### config.mk
export PLATFORM = sky130hd
export DESIGN_NAME = req_gnt_monitor
export DESIGN_NICKNAME = d
export VERILOG_FILES = /design/src/rtl/req_gnt_mon_pkg.sv /design/src/rtl/req_gnt_mon_chan.sv /design/src/rtl/req_gnt_monitor.sv
export SDC_FILE = /design/constraint.sdc
export NUM_CORES = 1
export LEC_CHECK = 0
export CORE_ASPECT_RATIO = 1.4
export CORE_MARGIN = 3
export CORE_UTILIZATION = 51
export CTS_CLUSTER_DIAMETER = 100
export DETAILED_ROUTE_END_ITERATION = 10
export PLACE_DENSITY = 0.85
export SYNTH_ARGS = -nofsm -noshare
export SYNTH_HDL_FRONTEND = slang
export SYNTH_SLANG_ARGS = --single-unit
### constraint.sdc
create_clock -name clk -period 4.4 [get_ports clk]
set_input_delay 0.88 -clock clk [delete_from_list [all_inputs] [get_ports clk]]
set_output_delay 0.88 -clock clk [all_outputs]
set_load 0.03 [all_outputs]
### src/rtl/req_gnt_mon_pkg.sv
// Shared types for the req/gnt protocol monitor: check mode, channel FSM
// state and the per-edge result of one channel.
package req_gnt_mon_pkg;

  typedef enum logic {
    MODE_STABLE = 1'b0,
    MODE_GRANT  = 1'b1
  } mode_e;

  typedef enum logic {
    IDLE  = 1'b0,
    CHECK = 1'b1
  } chan_state_e;

  typedef struct packed {
    logic pass;
    logic fail;
    logic overlap;
  } result_t;

endpackage

### src/rtl/req_gnt_mon_chan.sv
// One monitored req/gnt channel: IDLE/CHECK FSM, edge counter, latched mode
// and previous-gnt register. Result is combinational for the current edge.
module req_gnt_mon_chan
  import req_gnt_mon_pkg::*;
#(
  parameter int DELAY = 2
) (
  input  logic        clk,
  input  logic        rst_n,
  input  logic        trig,
  input  logic        mode,
  input  logic        gnt,
  output chan_state_e state,
  output result_t     res
);

  localparam int CW = $clog2(DELAY + 1);
  localparam logic [CW-1:0] LAST = CW'(DELAY - 1);

  chan_state_e   state_d;
  logic [CW-1:0] cnt, cnt_d;
  mode_e         mode_q, mode_d;
  logic          prev_gnt;
  logic          eval;

  // cnt holds k-1 at the edge being evaluated, so LAST marks k == DELAY.
  always_comb begin
    state_d = state;
    cnt_d   = cnt;
    mode_d  = mode_q;
    res     = '0;
    eval    = 1'b0;
    case (state)
      IDLE: begin
        if (trig) begin
          state_d = CHECK;
          cnt_d   = '0;
          mode_d  = mode_e'(mode);
        end
      end
      CHECK: begin
        cnt_d = cnt + 1'b1;
        if (mode_q == MODE_STABLE) begin
          if (cnt == LAST) begin
            eval     = 1'b1;
            res.pass = (gnt == prev_gnt);
            res.fail = (gnt != prev_gnt);
          end
        end else if (gnt) begin
          eval     = 1'b1;
          res.pass = 1'b1;
        end else if (cnt == LAST) begin
          eval     = 1'b1;
          res.fail = 1'b1;
        end
        if (eval) begin
          if (trig) begin
            cnt_d  = '0;
            mode_d = mode_e'(mode);
          end else begin
            state_d = IDLE;
          end
        end else if (trig) begin
          res.overlap = 1'b1;
        end
      end
      default: state_d = IDLE;
    endcase
  end

  always_ff @(posedge clk) begin
    if (!rst_n) begin
      state    <= IDLE;
      cnt      <= '0;
      mode_q   <= MODE_STABLE;
      prev_gnt <= 1'b0;
    end else begin
      state    <= state_d;
      cnt      <= cnt_d;
      mode_q   <= mode_d;
      prev_gnt <= gnt;
    end
  end

endmodule

### src/rtl/req_gnt_monitor.sv
// Request/grant protocol monitor: NUM_CH channel checkers plus registered
// pulses, sticky errors, saturating counters and first-fail capture.
module req_gnt_monitor
  import req_gnt_mon_pkg::*;
#(
  parameter int NUM_CH = 4,
  parameter int DELAY  = 2,
  parameter int CNT_W  = 16,
  localparam int FF_W  = (NUM_CH > 1) ? $clog2(NUM_CH) : 1
) (
  input  logic              clk,
  input  logic              rst_n,
  input  logic              en,
  input  logic              start,
  input  logic              mode,
  input  logic [NUM_CH-1:0] req,
  input  logic [NUM_CH-1:0] gnt,
  input  logic              clr,
  output logic [NUM_CH-1:0] busy,
  output logic [NUM_CH-1:0] pass_p,
  output logic [NUM_CH-1:0] fail_p,
  output logic [NUM_CH-1:0] overlap_p,
  output logic [NUM_CH-1:0] err,
  output logic [CNT_W-1:0]  pass_cnt,
  output logic [CNT_W-1:0]  fail_cnt,
  output logic              first_fail_vld,
  output logic [FF_W-1:0]   first_fail_ch
);

  localparam int PW = $clog2(NUM_CH + 1);
  localparam int SW = CNT_W + PW;
  localparam logic [SW-1:0] SAT = SW'({CNT_W{1'b1}});

  logic [NUM_CH-1:0] trig, pass_d, fail_d, ovl_d, err_d;
  logic [PW-1:0]     npass, nfail;
  logic [SW-1:0]     sum_p, sum_f;
  logic [CNT_W-1:0]  pass_cnt_d, fail_cnt_d;
  logic              ffv_d, found;
  logic [FF_W-1:0]   ffc_d;

  assign trig = {NUM_CH{en & start}} & req;

  for (genvar g = 0; g < NUM_CH; g++) begin : g_chan
    chan_state_e st;
    result_t     res;
    req_gnt_mon_chan #(.DELAY(DELAY)) u_chan (
      .clk   (clk),
      .rst_n (rst_n),
      .trig  (trig[g]),
      .mode  (mode),
      .gnt   (gnt[g]),
      .state (st),
      .res   (res)
    );
    assign busy[g]   = (st == CHECK);
    assign pass_d[g] = res.pass;
    assign fail_d[g] = res.fail;
    assign ovl_d[g]  = res.overlap;
  end

  // clr zeroes the bases first so events on the clr edge still land.
  always_comb begin
    npass = '0;
    nfail = '0;
    for (int i = 0; i < NUM_CH; i++) begin
      npass = npass + PW'(pass_d[i]);
      nfail = nfail + PW'(fail_d[i]);
    end
    sum_p      = (clr ? '0 : SW'(pass_cnt)) + SW'(npass);
    sum_f      = (clr ? '0 : SW'(fail_cnt)) + SW'(nfail);
    pass_cnt_d = (sum_p > SAT) ? {CNT_W{1'b1}} : sum_p[CNT_W-1:0];
    fail_cnt_d = (sum_f > SAT) ? {CNT_W{1'b1}} : sum_f[CNT_W-1:0];
    err_d      = (clr ? '0 : err) | fail_d;
    ffv_d      = clr ? 1'b0 : first_fail_vld;
    ffc_d      = clr ? '0 : first_fail_ch;
    found      = 1'b0;
    if (!ffv_d) begin
      for (int i = 0; i < NUM_CH; i++) begin
        if (fail_d[i] && !found) begin
          found = 1'b1;
          ffc_d = FF_W'(i);
        end
      end
    end
    if (found) ffv_d = 1'b1;
  end

  always_ff @(posedge clk) begin
    if (!rst_n) begin
      pass_p         <= '0;
      fail_p         <= '0;
      overlap_p      <= '0;
      err            <= '0;
      pass_cnt       <= '0;
      fail_cnt       <= '0;
      first_fail_vld <= 1'b0;
      first_fail_ch  <= '0;
    end else begin
      pass_p         <= pass_d;
      fail_p         <= fail_d;
      overlap_p      <= ovl_d;
      err            <= err_d;
      pass_cnt       <= pass_cnt_d;
      fail_cnt       <= fail_cnt_d;
      first_fail_vld <= ffv_d;
      first_fail_ch  <= ffc_d;
    end
  end

endmodule

Word level (Yosys, flattened, before mapping)
Cells that the tools add are included.
Widths: inputs -> output; s select.
Operators by class
  muxes and demuxes: 101
  add/sub/neg operators: 12
  $lt $le $gt $ge: 2
  reduce and logical (&&, ||, !) cells: 10
  bitwise operators: 8
  equality and inequality tests: 20
Operator list (count)
  $mux 16: 4
  $mux 1: 54
  $mux 2: 26
  $add 16x3->17: 2
  $gt 17x16->1 const B: 2
  $ne 2x2->1 const B: 8
  $pmux 1 s2: 8
  $pmux 2 s2: 4
  $mux 3: 4
  $reduce_or 3->1: 4
  $add 2x1->2 const B: 4
  $eq 2x1->1 const B: 4
  $add 2x1->3: 2
  $add 3x1->3: 2
  $not 1->1: 5
  $add 1x1->2: 2
  $and 4x4->4: 1
  $eq 1x1->1: 4
  $mux 4: 1
  $ne 1x1->1: 4
  $or 4x4->4: 1
  $logic_and 1x1->1: 3
  $logic_not 1->1: 3
  $and 1x1->1: 1
Storage, ports and cells
  bits in registers: 71
  logic and storage cells: 180
  output and inout port bits: 55

Logic depth before layout (Yosys ltp)
Gate-level depths: netlist of the first run.
  depth after elaboration: 22
  mapped depth: 13
  mapped depth without buffers: 13

Modules after synthesis
Synthesis of the first run repeated with hierarchy kept, for this count alone.
Second synthesis, totals
  cells, all modules: 420
  area total of the unflattened synthesis: 3852.4 um2
By module, submodules not included
  req_gnt_monitor: area each 2461.1 um2, instances 1, sequential area each 1021.0 um2, cells each 268
  req_gnt_mon_chan: area each 347.8 um2, instances 4, sequential area each 100.1 um2, cells each 38

Worst setup path before layout of the first run
OpenSTA, ideal clock, no wires.
  path kind: in2reg
  start point: in gnt[0]
  end point: reg fail_cnt[14]
  arrival time: 3599 ps
  library setup time: 116 ps
  stages on the path: 12
  path slack: 685 ps
  buffers on the path: 0
  path through: or3_1 -> nand4_1 -> inv_1 -> fa_1 -> inv_1 -> fa_1 -> inv_1 -> fa_1 -> nand4_1 -> nor4_1 -> nand3_1 -> o211a_1
RTL lines
  start, declared: RTL line req_gnt_monitor.sv:17  | input logic [NUM_CH-1:0] gnt,
  end signal, assigned: RTL line req_gnt_monitor.sv:104  | fail_cnt <= fail_cnt_d;
  end, declared: RTL line req_gnt_monitor.sv:25  | output logic [CNT_W-1:0] fail_cnt,

==> results of run 1 <==
==> per-layer routing <==
metal | global-route usage, % | wire, um | vias to the layer above
li1 | - | - | 1518
met1 | 25.8 | 3340 | 1456
met2 | 38.5 | 4260 | 113
met3 | 5.71 | 508 | 15
met4 | 9.42 | 164 | 0
met5 | 0 | 0 | -
==> worst max-delay path, delay by kind of cell <==
kind	cells	cell delay, ns
adder cells (fa/ha/maj)	3	1.17
AO/OA/AOI/OAI	1	0.23
AND/OR/NAND/NOR	5	1.35
buffers and inverters	4	0.70
==> cells in the final DEF (no fill, tap or decap), types with 3 or more instances in the layout <==
master,count
a211oi_1,4
a21oi_1,34
a2bb2oi_1,3
a31oi_1,8
and2_1,7
and3_1,4
and4b_1,3
buf_4,7
bufinv_16,3
clkbuf_8,9
clkdlybuf4s50_1,68
dfxtp_1,71
fa_1,6
ha_1,8
inv_1,20
mux2i_1,4
nand2_1,21
nand2b_1,6
nand3_1,15
nand4_1,9
nand4b_1,5
nor2_1,28
nor2b_1,14
nor3_1,11
nor4_1,3
nor4b_1,4
o211ai_1,3
o21a_1,4
o21ai_0,20
or3_1,3
xnor2_1,16
xor2_1,3
==> registers in the layout, indices dropped and copies added (netlist names) <==
register                cells
fail_cnt                   16
pass_cnt                   16
g_chan.u_chan.cnt           8
err                         4
fail_p                      4
g_chan.u_chan.mode_q        4
g_chan.u_chan.prev_gnt      4
g_chan.u_chan.state         4
overlap_p                   4
pass_p                      4
first_fail_ch               2
first_fail_vld              1
==> layout make-up <==
type,instances,area (um^2)
timing repair buffer,75,733
tap,72,90.1
multi-input combinational,278,1870
sequential,71,1420
clock inverter,6,110
fill,511,1960
inverter,21,78.8
clock buffer,9,124
==> through the flow <==
stage | hold WS (ns) | util, %
global route | 0.505 | 69.3
CTS | 0.474 | 69.3
global placement | 0.445 | 65.7
detailed placement | 0.463 | 65.7
finish | 0.472 | 69.3
floorplan | 0.448 | -
==> power breakdown <==
| part | switching (W) | internal [W] |
|---|---|---|
| Combinational | 0.0000521 | 0.0000400 |
| Clock | 0.000246 | 0.000372 |
| Sequential | 0.00000975 | 0.000652 |
| Total | 0.000308 | 0.00106 |
==> worst max path at each step <==
stage | endpoint | slack (ns) | cells after the start
after floorplan | fail_cnt[14]$_SDFF_PN0_ | 0.69 | 12
after global placement | pass_cnt[12]$_SDFF_PN0_ | 0.16 | 13
after detailed placement | fail_cnt[1]$_SDFF_PN0_ | 0.007 | 13
after CTS | fail_cnt[1]$_SDFF_PN0_ | 0.36 | 13
after global routing | fail_cnt[1]$_SDFF_PN0_ | 0.09 | 13
final | fail_cnt[1]$_SDFF_PN0_ | 0.32 | 13
==> logic make-up (layout without fill, tap and decap cells) <==
logic type	count (synthesis)	count (layout)	share of synthesized area [%]
simple gates	146	146	24.5
fa+ha+maj	14	14	6.40
compound gates	95	95	17.3
xor+xnor	19	19	4.84
flops	71	71	41.3
buf+inv	36	111	4.44
mux	4	4	1.16
==> summary.md, run 1 <==
| Metric | Value |
|---|---|
| Status | `finished, final reports clean` |
| PnR worst setup slack | `0.325 ns` |
| Hold_buf cts | `0` |
| Wire per inst | `15.6 um` |
| Worst vdd ir | `0.000261 V` |
| Longest Clk Path Bufs | `2` |
| Drc violations | `0` |
| I/O Pins | `69` |
| Post-synth ARST share | `0%` |
| Area contributors post-synth | `dfxtp_1, a21oi_1, xnor2_1` |
| Hold EP | `first_fail_ch[1]$_SDFF_PN0_` |
| Placed cell area | `4190 um^2` |
| CTS tree | `yes` |
| RSZ-0062 raised after global routing | `false` |
| Initial antenna violation count | `0` |
| Share of cells above drive strength 1 | `7.39%` |
| Largest net degree at the start of global routing | `46` |
| Post-route minimum period | `4.08 ns` |
| Mean Syn Cell Area | `8.94 um^2` |
| N_diodes | `0` |
| Dpl ws | `0.00658 ns` |
| Setup_tns | `0 ns` |
| Reg-to-Reg Start | `g_chan[0].u_chan.cnt[1]$_SDFFE_PN0P_` |
| Number of flops mapped to enable cells by yosys | `0` |
| H-tree depth | `3` |
| I/O Buffers | `68` |
| Critical path fanouts, max | `7` |
| Die W | `75.4 um` |
| Post_cts resized | `0` |
| Hold Path Cell Cnt | `2` |
| First-pass GRT wire length | `13.4 mm` |
| Synth top area share | `41.3%` |
| Leakage power | `1.53 nW` |
| Final setup viols | `0` |
| Area Overhead vs Synth | `28.6%` |
| Max-slew violations | `0` |
| TritonRoute pass-1 iters | `4` |
| CORE AREA | `6380 um^2` |
| Final worst path period share | `92.6%` |
| CP Class | `in -> reg` |
| Worst-skew pair later-pin latency | `0.35 ns` |
| Power Density | `310 nW/um^2` |
| Arr. time, crit path | `4.34 ns` |
| RD Place Congestion | `0.914` |
| CP required | `4.66 ns` |
| Largest area contributor in the netlist | `dfxtp_1` |
| Post-Syn Area | `3440 um^2` |
| Cell variety after synth | `62` |
| Max-cap check violation count | `0` |
| Slew @ Worst Pin | `0.767 ns` |
| Total Wirelength | `8.28 mm` |
| GR Overflow Total | `0` |
| F_max | `245 MHz` |
| Vias per cell | `5.83` |
| Clk_skew | `0.00990 ns` |
| Slowest CP cell | `fa_1` |
| Cell chain of the critical path | `clkdlybuf4s50_1, or3_1, nand4_1, inv_1, fa_1, inv_1, fa_1, inv_1, fa_1, nand4_1, nor3_2, nand3_1, a21oi_1` |
| Number of global-route vias before repair | `3038` |
| DIE AREA | `7780 um^2` |
| Post-Layout Inst Area | `4420 um^2` |
| Slew HR | `48.8%` |
| Internal reg-to-reg setup slack | `0.86 ns` |
| Syn Inst Count | `385` |
| Mapped Nets | `413` |
| Flops & latches, synth | `71` |
| Hold/Removal Path Class | `reg -> reg` |
| Rows | `34` |
| Die height | `103 um` |
| Root buffer cell | `clkbuf_8` |
| Most used DFF post-synth | `dfxtp_1` |
| CTS Buf Count | `9` |
| Startpoint type of the worst setup path | `input pin` |
| Total power | `0.00137 W` |
| Nets | `484` |
| Synth top cells by count | `dfxtp_1, a21oi_1, nor2_1` |
| Clk slew on worst S/H paths | `0.08 ns` |
| Synthesis Warnings | `0` |
| CP Capture Type | `flip-flop` |
| Starting density of the core | `53.9%` |
| Postcts setup bufs | `0` |
| Hold_sp | `first_fail_ch[1]$_SDFF_PN0_` |
| Critical path origin | `gnt[0]` |
| Sinks on Clock Net | `71` |
| Vias | `3102` |
| Final HPWL DP | `5.94 mm` |
| FF-to-FF End | `pass_cnt[0]$_SDFF_PN0_` |
| Initial DRC Count | `256` |
| Sequential area share after synthesis | `41.3%` |
| Cells after DPL | `517` |
| Total track usage | `22.3%` |
| Routed Antenna Nets | `0` |
| Final cell count without fillers | `532` |
| Max incr delay on CP | `0.54 ns` |
| R2R cell count | `13` |
| Fin. Hold Viols | `0` |
| Most numerous cell in the Yosys netlist | `dfxtp_1` |
Power figures use the tool's default switching activity.
==> run 2, diff against run 1 <==
--- a/config.mk
+++ b/config.mk
@@ -5,12 +5,14 @@
 export SDC_FILE = /design/constraint.sdc
 export NUM_CORES = 1
 export LEC_CHECK = 0
+export CAP_MARGIN = 40
 export CORE_ASPECT_RATIO = 1.4
 export CORE_MARGIN = 3
 export CORE_UTILIZATION = 51
 export CTS_CLUSTER_DIAMETER = 100
 export DETAILED_ROUTE_END_ITERATION = 10
 export PLACE_DENSITY = 0.85
+export RECOVER_POWER = 100
 export SYNTH_ARGS = -nofsm -noshare
 export SYNTH_HDL_FRONTEND = slang
 export SYNTH_SLANG_ARGS = --single-unit
==> run 2 against run 1 <==
Utilization is 0.059 points lower. Worst setup slack better by 0.017 ns. Non-clock buffer count stayed put.
==> summary.md, run 2 (same netlist as run 1, synthesis figures left out) <==
| Metric | Value |
|---|---|
| Largest regs | `fail_cnt: 16 flops, pass_cnt: 16 flops, g_chan.u_chan.cnt: 8 flops` |
| Clk_skew | `0.00955 ns` |
| I/O Buffers | `68` |
| Core Util, Final | `69.3%` |
| Total track usage | `22.3%` |
| Wire per inst | `15.5 um` |
| Area Overhead vs Synth | `28.5%` |
| H-tree depth | `3` |
| Setup_tns | `0 ns` |
| Initial DRC Count | `268` |
| DIE AREA | `7780 um^2` |
| Worst vdd ir | `0.000261 V` |
| Routed Antenna Nets | `0` |
| Slowest CP cell | `fa_1` |
| CTS tree | `yes` |
| Drc violations | `0` |
| Fin. Hold Viols | `0` |
| Sinks on Clock Net | `71` |
| Max incr delay on CP | `0.54 ns` |
| GR Overflow Total | `0` |
| Met3 WL post-DR | `478 um` |
| Hold/Removal Path Class | `reg -> reg` |
| Nets | `484` |
| Max-cap check violation count | `0` |
| Status | `finished, final reports clean` |
| I/O Pins | `69` |
| Slew HR | `7.97%` |
| Root buffer cell | `clkbuf_8` |
| Area occupied by multi-input gates | `1870 um^2` |
| CORE AREA | `6380 um^2` |
| RSZ-0062 raised after global routing | `false` |
| Die W | `75.4 um` |
| Sequential Area | `1420 um^2` |
| Total Wirelength | `8.24 mm` |
| Largest net degree at the start of global routing | `46` |
| Post-route minimum period | `4.06 ns` |
| Post_cts resized | `0` |
| Final worst path period share | `92.2%` |
| Vias | `3113` |
| Worst-skew pair later-pin latency | `0.34 ns` |
| CP Class | `in -> reg` |
| Die height | `103 um` |
| F_max | `246 MHz` |
| CP required | `4.65 ns` |
| Most frequent cells in the layout | `dfxtp_1, dlygate4sd3_1, a21oi_1` |
| TritonRoute pass-1 iters | `7` |
| Vias per cell | `5.85` |
| Final cell count without fillers | `532` |
| Slew @ Worst Pin | `1.38 ns` |
| RD Place Congestion | `0.914` |
| Most common cell after layout, fill and taps aside | `dfxtp_1` |
| Cells after DPL | `517` |
| Initial antenna violation count | `0` |
| Power Density | `310 nW/um^2` |
| Routed met2 length | `4.22 mm` |
| Max-slew violations | `0` |
| Filler cells | `511` |
| Number of global-route vias before repair | `3038` |
| Rows | `34` |
| Leakage power | `1.72 nW` |
| Startpoint type of the worst setup path | `input pin` |
| Cell chain of the critical path | `clkdlybuf4s50_1, or3_1, nand4_1, inv_1, fa_1, inv_1, fa_1, inv_1, fa_1, nand4_1, nor3_2, nand3_1, a21oi_1` |
| Final HPWL DP | `5.94 mm` |
| Starting density of the core | `53.9%` |
| Hold_buf cts | `0` |
| Top sig layer | `met4` |
| Arr. time, crit path | `4.30 ns` |
| Clk slew on worst S/H paths | `0.07 ns` |
| CP Capture Type | `flip-flop` |
| Final setup viols | `0` |
| Longest Clk Path Bufs | `2` |
| N_diodes | `0` |
| M1 wire length | `3.33 mm` |
| First-pass GRT wire length | `13.4 mm` |
| Postcts setup bufs | `0` |
| Share of cells above drive strength 1 | `6.96%` |
| Critical path fanouts, max | `7` |
| CTS Buf Count | `9` |
run 2: changes by cell type in the layout (fill, tap and decap cells not counted), sizes merged:
| cell | change |
|---|---|
| buf | -1 |
| dlygate4sd3 | +56 |
| clkbuf | +1 |
| clkdlybuf4s50 | -56 |
run 2: worst paths after layout:
kind,slack (ns),start,endpoint,depth (start not counted)
hold / removal,0.46,first_fail_ch[1]$_SDFF_PN0_,first_fail_ch[1]$_SDFF_PN0_,2
hold reg to reg,0.46,first_fail_ch[1]$_SDFF_PN0_,first_fail_ch[1]$_SDFF_PN0_,2
setup / recovery,0.34,gnt[0],fail_cnt[1]$_SDFF_PN0_,13
setup reg to reg,0.84,g_chan[0].u_chan.cnt[1]$_SDFFE_PN0P_,pass_cnt[12]$_SDFF_PN0_,13
run 2: through the flow:
stage	setup slack, ns	area [um^2]	total power (W)	hold WS [ns]
2_1_floorplan	0.685	3440	0.000734	0.448
3_3_place_gp	0.160	4190	0.000765	0.445
3_5_place_dp	0.00658	4190	0.000768	0.463
4_1_cts	0.356	4420	0.00138	0.474
5_1_grt	0.0709	4420	0.00142	0.502
6_report	0.342	4420	0.00137	0.463
run 2: routing by layer:
| metal | vias to the layer above | global-route usage, % |
|---|---|---|
| met5 | - | 0 |
| met4 | 0 | 9.42 |
| met3 | 25 | 5.71 |
| met2 | 122 | 38.5 |
| met1 | 1442 | 25.8 |
| li1 | 1524 | - |
run 2: power breakdown:
group / internal (W) / switching [W] / total, W
Sequential: 0.000652 / 0.00000956 / 0.000662
Clock: 0.000372 / 0.000245 / 0.000617
Combinational: 0.0000380 / 0.0000519 / 0.0000899
run 2: worst max-delay path, delay by kind of cell:
| kind | cells | cell delay [ns] |
|---|---|---|
| simple gates | 5 | 1.33 |
| fa+ha+maj | 3 | 1.16 |
| buf+inv | 4 | 0.70 |
| compound gates | 1 | 0.22 |
run 2: area by class of cell:
class | count | area share, %
Clock buffer | 9 | 2.80
Clock inverter | 6 | 2.49
Inverter | 21 | 1.78
Multi-Input combinational cell | 278 | 42.2
Sequential cell | 71 | 32.2
Tap cell | 72 | 2.04
Timing Repair Buffer | 75 | 16.5
==> run 3, diff against run 2 <==
--- a/config.mk
+++ b/config.mk
@@ -8,10 +8,11 @@
 export CAP_MARGIN = 40
 export CORE_ASPECT_RATIO = 1.4
 export CORE_MARGIN = 3
-export CORE_UTILIZATION = 51
+export CORE_UTILIZATION = 55
 export CTS_CLUSTER_DIAMETER = 100
 export DETAILED_ROUTE_END_ITERATION = 10
-export PLACE_DENSITY = 0.85
+export GPL_TIMING_DRIVEN = 0
+export PLACE_DENSITY = 0.91
 export RECOVER_POWER = 100
 export SYNTH_ARGS = -nofsm -noshare
 export SYNTH_HDL_FRONTEND = slang
==> constraint.sdc (replaced) <==
create_clock -name clk -period 4.85 [get_ports clk]
set_input_delay 0.97 -clock clk [delete_from_list [all_inputs] [get_ports clk]]
set_output_delay 0.97 -clock clk [all_outputs]
set_load 0.03 [all_outputs]
==> run 3 against run 2 <==
Power fell by 11%. Clock skew fell by 0.0026 ns. Utilization rose by 4.8 points. First-iteration DRC count rose by 10%. Sequential power fell by 9.2%. Worst setup slack got worse by 0.028 ns. Sequential cell count did not move. Die area fell by 6.8%. Wire length rose by 6.9%. Clock-buffer cell count rose by 4. Critical path type unchanged. Via count rose by 4.5%.
==> summary.md, run 3 (same netlist as run 1, synthesis figures left out) <==
| Metric | Value |
|---|---|
| Area Overhead vs Synth | `27.9%` |
| Vias per cell | `6.06` |
| CTS Buf Count | `9` |
| Initial antenna violation count | `0` |
| H-tree depth | `3` |
| Largest net degree at the start of global routing | `12` |
| Post_cts resized | `0` |
| Die height | `99.6 um` |
| Power Density | `277 nW/um^2` |
| Startpoint type of the worst setup path | `input pin` |
| Max-cap check violation count | `0` |
| Drc violations | `0` |
| Worst-skew pair later-pin latency | `0.34 ns` |
| WP buf/inv | `4` |
| Comb pwr share | `7.1%` |
| Arr. time, crit path | `4.80 ns` |
| Total track usage | `25.1%` |
| Cell chain of the critical path | `clkdlybuf4s50_1, or3_1, nand4_1, inv_1, fa_1, inv_1, fa_1, inv_1, fa_1, nand4_1, nor3_1, nand3_1, a21oi_1` |
| Max-slew violations | `0` |
| First-pass GRT wire length | `14.4 mm` |
| GR Overflow Total | `0` |
| WP depth | `13` |
| Rows | `33` |
| CORE AREA | `5950 um^2` |
| Cell-internal power | `0.000945 W` |
| Switching pwr | `0.000275 W` |
| Final HPWL DP | `6.46 mm` |
| Leakage power | `1.73 nW` |
| Routed Antenna Nets | `0` |
| R2R cell count | `13` |
| Critical path fanouts, max | `7` |
| Worst hold margin | `0.476 ns` |
| Slowest CP cell | `fa_1` |
| Setup_tns | `0 ns` |
| CP Class | `in -> reg` |
| Reg-to-Reg Start | `g_chan[0].u_chan.cnt[1]$_SDFFE_PN0P_` |
| Fin. Hold Viols | `0` |
| Number of global-route vias before repair | `3114` |
| Worst vdd ir | `0.000219 V` |
| Sinks on Clock Net | `71` |
| RSZ-0062 raised after global routing | `false` |
| RD Place Congestion | `0.867` |
| Wire per inst | `16.4 um` |
| Postcts setup bufs | `0` |
| Initial DRC Count | `296` |
| Nets | `490` |
| Clk slew on worst S/H paths | `0.07 ns` |
| Hold_buf cts | `0` |
| CP required | `5.12 ns` |
| Vias | `3254` |
| Status | `finished, final reports clean` |
| Share of cells above drive strength 1 | `6.21%` |
| I/O Pins | `69` |
| Worst Setup EP | `fail_cnt[2]$_SDFF_PN0_` |
| I/O Buffers | `66` |
| Switching part of the total | `22.6%` |
| CP top delay family | `simple AND/OR/NAND/NOR gates` |
| Hold/Removal Path Class | `reg -> reg` |
| Longest Clk Path Bufs | `2` |
| Post-route minimum period | `4.54 ns` |
| Die W | `72.8 um` |
| Clk pwr share | `43.7%` |
| FF-to-FF End | `pass_cnt[12]$_SDFF_PN0_` |
| DIE AREA | `7250 um^2` |
| Root buffer cell | `clkbuf_8` |
| Largest regs | `fail_cnt: 16 flops, pass_cnt: 16 flops, g_chan.u_chan.cnt: 8 flops` |
| CTS tree | `yes` |
| CP Capture Type | `flip-flop` |
| Total Wirelength | `8.81 mm` |
| Final worst path period share | `93.5%` |
| Max incr delay on CP | `0.54 ns` |
| Final setup viols | `0` |
| Sequential power share | `49.2%` |
| Slew HR | `47.9%` |
| TritonRoute pass-1 iters | `6` |
| Clk_skew | `0.00693 ns` |
| Most frequent cells in the layout | `dfxtp_1, dlygate4sd3_1, a21oi_1` |
| Slew @ Worst Pin | `0.775 ns` |
| F_max | `220 MHz` |
| Critical path origin | `gnt[0]` |
| N_diodes | `0` |
| Starting density of the core | `57.9%` |
| Internal reg-to-reg setup slack | `0.97 ns` |
| Most common cell after layout, fill and taps aside | `dfxtp_1` |
run 3: changes by cell type in the layout (fill, tap and decap cells not counted), moves of 2 or more:
cell             previous run  this run
clkbuf_1                    1        11
clkdlybuf4s50_1            12         9
buf_4                       6         4
clkbuf_8                    9        11
clkinvlp_4                  2         0
run 3: tightest hold or removal path, stage by stage (launching register included):
cell	delay [ns]
dfxtp_1	0.31
nand3_1	0.06
a21oi_1	0.06
run 3: final cells by class:
cell class | instances | area, um^2
Multi-Input combinational cell | 278 | 1860
Sequential cell | 71 | 1420
Fill cell | 455 | 1540
Clock buffer | 13 | 159
Clock inverter | 3 | 65.1
Inverter | 21 | 78.8
Buffer | 15 | 73.8
Tap cell | 70 | 87.6
Timing Repair Buffer | 66 | 661
run 3: power groups by stage:
stage / logic (W) / registers [W] / clock network [W]
floorplan: 0.0000516 / 0.000615 / 0
global placement: 0.0000837 / 0.000613 / 0
detailed placement: 0.0000869 / 0.000614 / 0
CTS: 0.0000878 / 0.000601 / 0.000537
global route: 0.0000947 / 0.000602 / 0.000560
finish: 0.0000863 / 0.000601 / 0.000533
run 3: metal layers:
metal | up-vias | track usage, % | routed length (um)
li1 | 1531 | - | -
met1 | 1516 | 28.6 | 3360
met2 | 171 | 43.4 | 4440
met3 | 36 | 5.46 | 666
met4 | 0 | 12.5 | 335
met5 | - | 0 | 0
run 3: how the worst min path moves through the flow:
stage / depth (start not counted) / startpoint / to / slack [ns]
after global placement: 2 / g_chan[1].u_chan.cnt[1]$_SDFFE_PN0P_ / g_chan[1].u_chan.cnt[1]$_SDFFE_PN0P_ / 0.46
after global routing: 2 / g_chan[1].u_chan.cnt[1]$_SDFFE_PN0P_ / g_chan[1].u_chan.cnt[1]$_SDFFE_PN0P_ / 0.50
after detailed placement: 2 / first_fail_ch[1]$_SDFF_PN0_ / first_fail_ch[1]$_SDFF_PN0_ / 0.47
final: 2 / g_chan[1].u_chan.cnt[1]$_SDFFE_PN0P_ / g_chan[1].u_chan.cnt[1]$_SDFFE_PN0P_ / 0.48
after floorplan: 2 / g_chan[1].u_chan.cnt[1]$_SDFFE_PN0P_ / g_chan[1].u_chan.cnt[1]$_SDFFE_PN0P_ / 0.45
after CTS: 2 / first_fail_ch[1]$_SDFF_PN0_ / first_fail_ch[1]$_SDFF_PN0_ / 0.48
run 3: metrics by stage:
stage	std cells	cell area, um^2	total power (W)	util [%]	setup WS (ns)
after floorplan	385	3440	0.000666	-	1.05
after global placement	521	4190	0.000697	70.5	0.227
after detailed placement	521	4190	0.000701	70.5	0.189
after CTS	537	4410	0.00123	74.2	0.462
after global routing	537	4400	0.00126	74.0	0.108
final	537	4400	0.00122	74.0	0.314
